$ cat src/rtl/ram_port_arbiter.sv
// Shares the single data-RAM port between the CPU load/store path and a result-region
// readout scanner. Define ARB_ROUND_ROBIN_EN for alternating priority; default is CPU-first.
module ram_port_arbiter #(
  parameter int ADDR_W = 14,
  parameter int DATA_W = 32,
  parameter int WIDTH  = 100,
  parameter int HEIGHT = 100,
  parameter int BASE   = 0
) (
  input  logic              clk,
  input  logic              rst_n,
  input  logic              cpu_req,
  input  logic              cpu_we,
  input  logic [ADDR_W-1:0] cpu_addr,
  input  logic [DATA_W-1:0] cpu_wdata,
  output logic              cpu_gnt,
  output logic              cpu_rvalid,
  output logic [DATA_W-1:0] cpu_rdata,
  input  logic              scan_start,
  output logic              scan_busy,
  output logic              scan_done,
  output logic              px_valid,
  output logic [DATA_W-1:0] px_data,
  input  logic              px_ready,
  output logic              ram_en,
  output logic              ram_we,
  output logic [ADDR_W-1:0] ram_addr,
  output logic [DATA_W-1:0] ram_wdata,
  input  logic [DATA_W-1:0] ram_rdata
);

  localparam int COL_W = (WIDTH > 1) ? $clog2(WIDTH) : 1;
  localparam int ROW_W = (HEIGHT > 1) ? $clog2(HEIGHT) : 1;
  localparam logic [COL_W-1:0] LAST_COL = COL_W'(WIDTH - 1);
  localparam logic [ROW_W-1:0] LAST_ROW = ROW_W'(HEIGHT - 1);

  typedef enum logic [1:0] {IDLE, SCAN, DRAIN} stateT;

  stateT             state;
  logic [ADDR_W-1:0] scanAddr;
  logic [COL_W-1:0]  colIdx;
  logic [ROW_W-1:0]  rowIdx;
  logic [DATA_W-1:0] fifoMem [2];
  logic              wrPtr;
  logic              rdPtr;
  logic [1:0]        fifoCount;
  logic              scanInFlight;
  logic              cpuReadPending;
  logic              scanWant;
  logic              cpuWin;
  logic              scanWin;
  logic              push;
  logic              pop;
  logic              lastIssue;
`ifdef ARB_ROUND_ROBIN_EN
  logic              lastWinScan;
`endif

  // NOTE: every signal driven here gets a default first, so no path can infer a latch.
  always_comb begin
    scanWant = 1'b0;
    cpuWin   = 1'b0;
    // Occupancy plus in-flight reads bounds issue, so the 2-entry FIFO can never overflow.
    scanWant = (state == SCAN) && ((fifoCount + {1'b0, scanInFlight}) < 2'd2);
`ifdef ARB_ROUND_ROBIN_EN
    cpuWin   = cpu_req && (!scanWant || lastWinScan);
`else
    cpuWin   = cpu_req;
`endif
  end

  assign scanWin   = scanWant && !cpuWin;
  assign lastIssue = scanWin && (rowIdx == LAST_ROW) && (colIdx == LAST_COL);
  assign push      = scanInFlight;
  assign pop       = px_valid && px_ready;

  assign cpu_gnt    = cpuWin;
  assign ram_en     = cpuWin || scanWin;
  assign ram_we     = cpuWin && cpu_we;
  assign ram_addr   = cpuWin ? cpu_addr : (scanWin ? scanAddr : '0);
  assign ram_wdata  = cpuWin ? cpu_wdata : '0;
  assign cpu_rvalid = cpuReadPending;
  assign cpu_rdata  = cpuReadPending ? ram_rdata : '0;
  assign px_valid   = (fifoCount != 2'd0);
  assign px_data    = px_valid ? fifoMem[rdPtr] : '0;
  assign scan_busy  = (state != IDLE);
  assign scan_done  = (state == DRAIN) && pop && (fifoCount == 2'd1) && !scanInFlight;

  // NOTE: the FIFO storage is not reset; px_data is masked by px_valid, so stale words never escape.
  always_ff @(posedge clk) begin
    if (push) fifoMem[wrPtr] <= ram_rdata;
  end

  // NOTE: sequential state uses non-blocking assignments only, so update order never matters.
  always_ff @(posedge clk or negedge rst_n) begin
    if (!rst_n) begin
      state          <= IDLE;
      scanAddr       <= ADDR_W'(BASE);
      colIdx         <= '0;
      rowIdx         <= '0;
      wrPtr          <= 1'b0;
      rdPtr          <= 1'b0;
      fifoCount      <= 2'd0;
      scanInFlight   <= 1'b0;
      cpuReadPending <= 1'b0;
`ifdef ARB_ROUND_ROBIN_EN
      lastWinScan    <= 1'b1;
`endif
    end else begin
      cpuReadPending <= cpuWin && !cpu_we;
      scanInFlight   <= scanWin;
      if (push) wrPtr <= ~wrPtr;
      if (pop)  rdPtr <= ~rdPtr;
      if (push && !pop)      fifoCount <= fifoCount + 2'd1;
      else if (pop && !push) fifoCount <= fifoCount - 2'd1;
`ifdef ARB_ROUND_ROBIN_EN
      if (cpu_req && scanWant) lastWinScan <= scanWin;
`endif
      case (state)
        IDLE: begin
          if (scan_start) begin
            state    <= SCAN;
            scanAddr <= ADDR_W'(BASE);
            colIdx   <= '0;
            rowIdx   <= '0;
          end
        end
        SCAN: begin
          if (scanWin) begin
            // Running address replaces BASE + j + WIDTH*i, so no multiplier is needed.
            scanAddr <= scanAddr + ADDR_W'(1);
            if (colIdx == LAST_COL) begin
              colIdx <= '0;
              rowIdx <= rowIdx + ROW_W'(1);
            end else begin
              colIdx <= colIdx + COL_W'(1);
            end
            if (lastIssue) state <= DRAIN;
          end
        end
        DRAIN: begin
          if (scan_done) state <= IDLE;
        end
        default: state <= IDLE;
      endcase
    end
  end

endmodule

$ cat config.mk
export PLATFORM = sky130hd
export DESIGN_NAME = ram_port_arbiter
export DESIGN_NICKNAME = d
export VERILOG_FILES = /design/src/rtl/ram_port_arbiter.sv
export SDC_FILE = /design/constraint.sdc
export NUM_CORES = 1
export LEC_CHECK = 0
export ABC_AREA = 1
export CAP_MARGIN = 20
export CORE_MARGIN = 1.5
export CORE_UTILIZATION = 30
export DETAILED_ROUTE_END_ITERATION = 8
export DONT_BUFFER_PORTS = 1
export GPL_TIMING_DRIVEN = 0
export SLEW_MARGIN = 20
export SYNTH_ARGS = -nofsm -noshare
export SYNTH_HDL_FRONTEND = slang
export SYNTH_SLANG_ARGS = --single-unit
$ cat constraint.sdc
create_clock -name clk -period 2.8 [get_ports clk]
set_input_delay 0.28 -clock clk [delete_from_list [all_inputs] [get_ports clk]]
set_output_delay 0.28 -clock clk [all_outputs]
set_load 0.01 [all_outputs]
---- After elaboration in Yosys (flattened, before gate mapping) ----
Memory sizes are Yosys's and may differ from the RTL's.
Cells that the tools add are included.
word-level totals
  word-level logic and storage cells ...... 78
  register bits after elaboration ......... 36
  RAM bits ................................ 64
  input port bits ......................... 84
  output and inout bits ................... 117
  memories ................................ 1
memory list
  memory   words  bits a word  read ports  clocked after memory_dff  write ports  line  RTL
  fifoMem  2      32           1           0                         1            43    logic [DATA_W-1:0] fifoMem [2];
operators by class
  bitwise logic cells ..................... 2
  $add $sub $neg .......................... 6
  mux-type cells .......................... 24
  order comparisons ....................... 1
  eq/ne operators ......................... 10
  reduce and logical (&&, ||, !) cells .... 25
operators with widths
  cell                                                number
  2-to-1 mux 32 bit                                   3
  2-to-1 mux 14 bit                                   4
  2-to-1 mux 7 bit                                    5
  case mux 14 bit (2 select lines)                    1
  case mux 7 bit (2 select lines)                     2
  adder 14 x 1 -> 14 bit (second input constant)      1
  adder 7 x 1 -> 7 bit (second input constant)        2
  == test 7 bit (second input constant)               2
  logical AND 1 bit                                   12
  2-to-1 mux 2 bit                                    6
  != test 2 bit (second input constant)               4
  AND reduction 4 bit                                 2
  nonzero test 2 bit                                  4
  case mux 2 bit (3 select lines)                     1
  == test 2 x 1 -> 1 bit (second input constant)      2
  zero test 1 bit                                     4
  AND reduction 3 bit                                 1
  adder 2 x 1 -> 2 bit                                1
  adder 2 x 1 -> 2 bit (second input constant)        1
  == test 2 bit (second input constant)               1
  zero test 2 bit                                     1
  less-than comparator 2 bit (second input constant)  1
  2-to-1 mux 1 bit                                    2
  != test 2 x 1 -> 1 bit (second input constant)      1
  other kinds (3)                                     4

---- Logic depth before layout (Yosys ltp) ----
  word-level depth ........................ 9
  depth in mapped cells ................... 9
  gate-level depth less buffers ........... 9

---- Worst setup path after synthesis ----
OpenSTA, ideal clock, no wires.
  path kind ............................... reg-to-reg
  from .................................... reg scanInFlight (netlist: push)
  to ...................................... mem fifoMem[0][0] (enable)
  path slack .............................. 0.543 ns
  setup time .............................. 0.421 ns
  data required time ...................... 2.379 ns
  buffers on the path ..................... 0
  stages on the path, launching flop included .. 3
  data arrival time ....................... 1.836 ns
  clock period less this slack ............ 2.257 ns
  path through ............................ dfrtp_1 -> inv_1 -> nor2_1
on the way
  longest elaborated chain between the ends .. 2
ends and longest elaborated chain
  what                                    line  RTL
  from (decl)                             47    logic scanInFlight;
  from (signal assigned)                  111   scanInFlight <= scanWin;
  2-to-1 mux 1 bit                        91    if (push) fifoMem[wrPtr] <= ram_rdata;
  2-to-1 mux 1 bit (implied by the code)  91
  to (decl)                               43
No other way between the ends.

---- Worst setup path after layout ----
  from .................................... reg fifoCount[0]
  to ...................................... out px_data[26]
on the way
  longest elaborated chain between the ends .. 2
ends and longest elaborated chain
  what                    line  RTL
  from (decl)             46    logic [1:0] fifoCount;
  from (signal assigned)  114   if (push && !pop) fifoCount <= fifoCount + 2'd1;
  from (signal assigned)  115   else if (pop && !push) fifoCount <= fifoCount - 2'd1;
  nonzero test 2 bit      84    assign px_valid = (fifoCount != 2'd0);
  net px_valid            22    output logic px_valid,
  2-to-1 mux 32 bit       85    assign px_data = px_valid ? fifoMem[rdPtr] : '0;
  to (decl)               23    output logic [DATA_W-1:0] px_data,
The timed path passes the listed nets, and every way through them passes these cells.

==> impl_results.md <==
- Die Wd: 134 um
- Most common cell in the synthesized netlist: nand2_1
- Post-Route WL: 12400 um
- Syn_nets: 722
- Vias in the first global route: 3634
- Power Density: 886 mW/mm^2
- CTS tree: done
- Gate count of the mapped netlist: 632
- Worst Hold Slack: 0.0232 ns
- Top Ports: 201
- CP Max Fanout: 10
- Final global-route overflow total: 0
- Max_cap viols: 0
- Initial DRC count: 260
- Crit path cell chain: inv_1 -> ha_1 -> inv_1 -> clkbuf_1 -> o21ai_0 -> nor2_1
- CTS buffer count: 9
- Via density: 4.55
- Drt drc: 0
- Layout cells sized above 1: 6.76%
- Initial antenna violation count: 0
- Clock tree buffer depth: 2
- Inst Count DP: 853
- Starting Density: 31.0%
- Worst Setup Start Kind: register
- Period minus WS final: 2.37 ns
- R2r endpoint: rowIdx[4]
- Hold crit path type: primary input to register
- Critical Path Max Stage Delay: 0.45 ns
- FMAX: 0.422 GHz
- Die area: 0.0181 sq mm
- Status: finished, final reports clean
- RSZ-0062 raised after global routing: false
- Post-synthesis sequential area ratio: 54.5%
- Placement row count: 47
- RD Place Congestion: 0.842
- Ant. Diodes: 0
- Crit path to: px_data[26]
- Reg-to-reg slack, setup: 1.06 ns
- # clock sinks: 100
- EDFF count, synth: 64
- Non-filler cells, final: 871
- Largest area contributor in the netlist: edfxtp_1
- Yosys warns: 0
- Critical Path AT: 2.09 ns
- Most used cell, CP: inv_1
- R2R cell count: 8
- Final Setup Violations: 0
- CP startpoint: fifoCount[0]
- Top post-synthesis cells by area: edfxtp_1 (37%), dfrtp_1 (17%), nand2_1 (13%)
- Slew @ Worst Pin: 0.750 ns
- Largest net degree at the start of global routing: 37
- Main synth FF type: edfxtp_1
- Area grow syn2layout: 12.1%
- Post-route antenna net violation count: 0
- First-pass GRT wire length: 19300 um
- IO Port Bufs: 0
- Distinct cells, synth: 31
- # nets final: 736
- CTS Root Cell: clkbuf_16
- Crit. End Element: primary output
- Critical path class: register to primary output
- Die Height: 134 um
- Post-CTS sizing: 0
- RR Startpoint: colIdx[0]
- Worst-Skew Late Latency: 0.34 ns
- Avg Cell Area, Syn: 8.19 sq um
- Drt wl/cell: 14.3 um
- Area share of the largest cell type after synthesis: 37.1%
- Core area: 0.0167 sq mm
- Leak pwr: 2.68 nW
- Slowest cell on crit path: clkbuf_1
- Final Hold Viols: 0
- Commonest cells in the netlist: nand2_1 (181), nor2_1 (94), inv_1 (92)
- #FFs+latches synth: 100
- 1st-pass router iterations: 4
- Synthesized area: 0.00518 sq mm
- Final worst path period share: 84.6%
- Detail Placement HPWL: 8930 um
- Clock skew: 0.00758 ns
- Required time worst endpoint: 2.52 ns
- GRT Total Usage: 13.9%
- Final Max Slew Viols: 0
- Asr flop ratio synth: 36.0%
- Worst VDD drop: 0.304 mV
- Clk slew on worst S/H paths: 0.07 ns
- Via count: 3960
- Max_slew headroom: 49.9%
- H-tree lvl count: 3
[layout make-up]
type / instances / area, sq um
tap: 220 / 275
fill: 1718 / 10900
sequential: 100 / 2820
inverter: 96 / 360
clock inverter: 5 / 61.3
clock buffer: 11 / 233
timing repair buffer: 3 / 50.0
buffer: 26 / 128
multi-input combinational: 410 / 1870
[flip-flops by register name (all words and copies together), names as in the netlist]
signal      cells
colIdx          7
cpu_rvalid      1
fifoCount       2
fifoMem        64
push            1
rdPtr           1
rowIdx          7
scanAddr       14
state           2
wrPtr           1
[cell families (layout without fill, tap and decap cells)]
logic type,Yosys count,in the layout,share of synthesized area (%)
buf+inv,122,141,9.43
xor+xnor,7,7,1.18
flops,100,100,54.5
compound gates,75,75,8.07
fa+ha+maj,6,6,1.45
simple gates,322,322,25.3
[worst max-delay path, delay by kind of cell, from the launching register on]
family,cells,cell delay [ns]
adder cells (fa/ha/maj),1,0.18
buffers and inverters,3,0.71
flip-flops,1,0.42
AO/OA/AOI/OAI,1,0.16
AND/OR/NAND/NOR,1,0.27
[power by group]
group / leakage, nW / switching, mW / internal [mW]
Clock: 0.132 / 0.533 / 0.697
Combinational: 1.48 / 1.31 / 0.476
Sequential: 1.07 / 0.181 / 1.94
Total: 2.68 / 2.03 / 3.11
[repair_timing]
item	CTS	global route
hold buffers	2	0
endpoints found under the hold margin	36	0
setup buffers	0	0
endpoints found under the setup margin	0	0
[cell usage in the layout (no fill, tap or decap), drive strengths merged, types with 2 or more instances in the layout]
master      n
clkinvlp    3
nand2     182
nand4       9
edfxtp     64
dfrtp      36
or2         2
nor2       95
o21bai      4
xor2        4
nand3b      3
buf        12
ha          6
o21ai      68
clkbuf     27
xnor2       3
nand3      30
inv        96
[worst min-delay path by stage]
stage / from / endpoint / depth (start not counted)
final: cpu_we / cpu_rvalid / 1
after global routing: ram_rdata[4] / fifoMem[1][4] / 0
after CTS: ram_rdata[25] / fifoMem[1][25] / 0
after detailed placement: rst_n / scanAddr[11] / 0
after global placement: rst_n / scanAddr[12] / 0
after floorplan: rst_n / colIdx[0] / 0
[metal layers]
metal	global-route usage, %	share of wire (%)	vias to the layer above
li1	-	-	2022
met3	2.83	5.0	10
met2	22.8	48	133
met4	4.54	1.3	0
met1	18.3	45	1795
met5	0	0	-
[per-stage QoR]
step | instance area (sq um) | util (%) | setup slack (ns) | setup TNS, ns | power (mW)
4_1_cts | 5800 | 34.7 | 0.328 | 0 | 5.23
3_3_place_gp | 5450 | 32.6 | -0.394 | -12.56 | 3.93
5_1_grt | 5800 | 34.7 | 0.169 | 0 | 5.52
6_report | 5800 | 34.7 | 0.432 | 0 | 5.14
2_1_floorplan | 5180 | - | 0.543 | 0 | 3.45
3_5_place_dp | 5480 | 32.8 | 0.704 | 0 | 3.96
(Power assumes the default switching activity.)
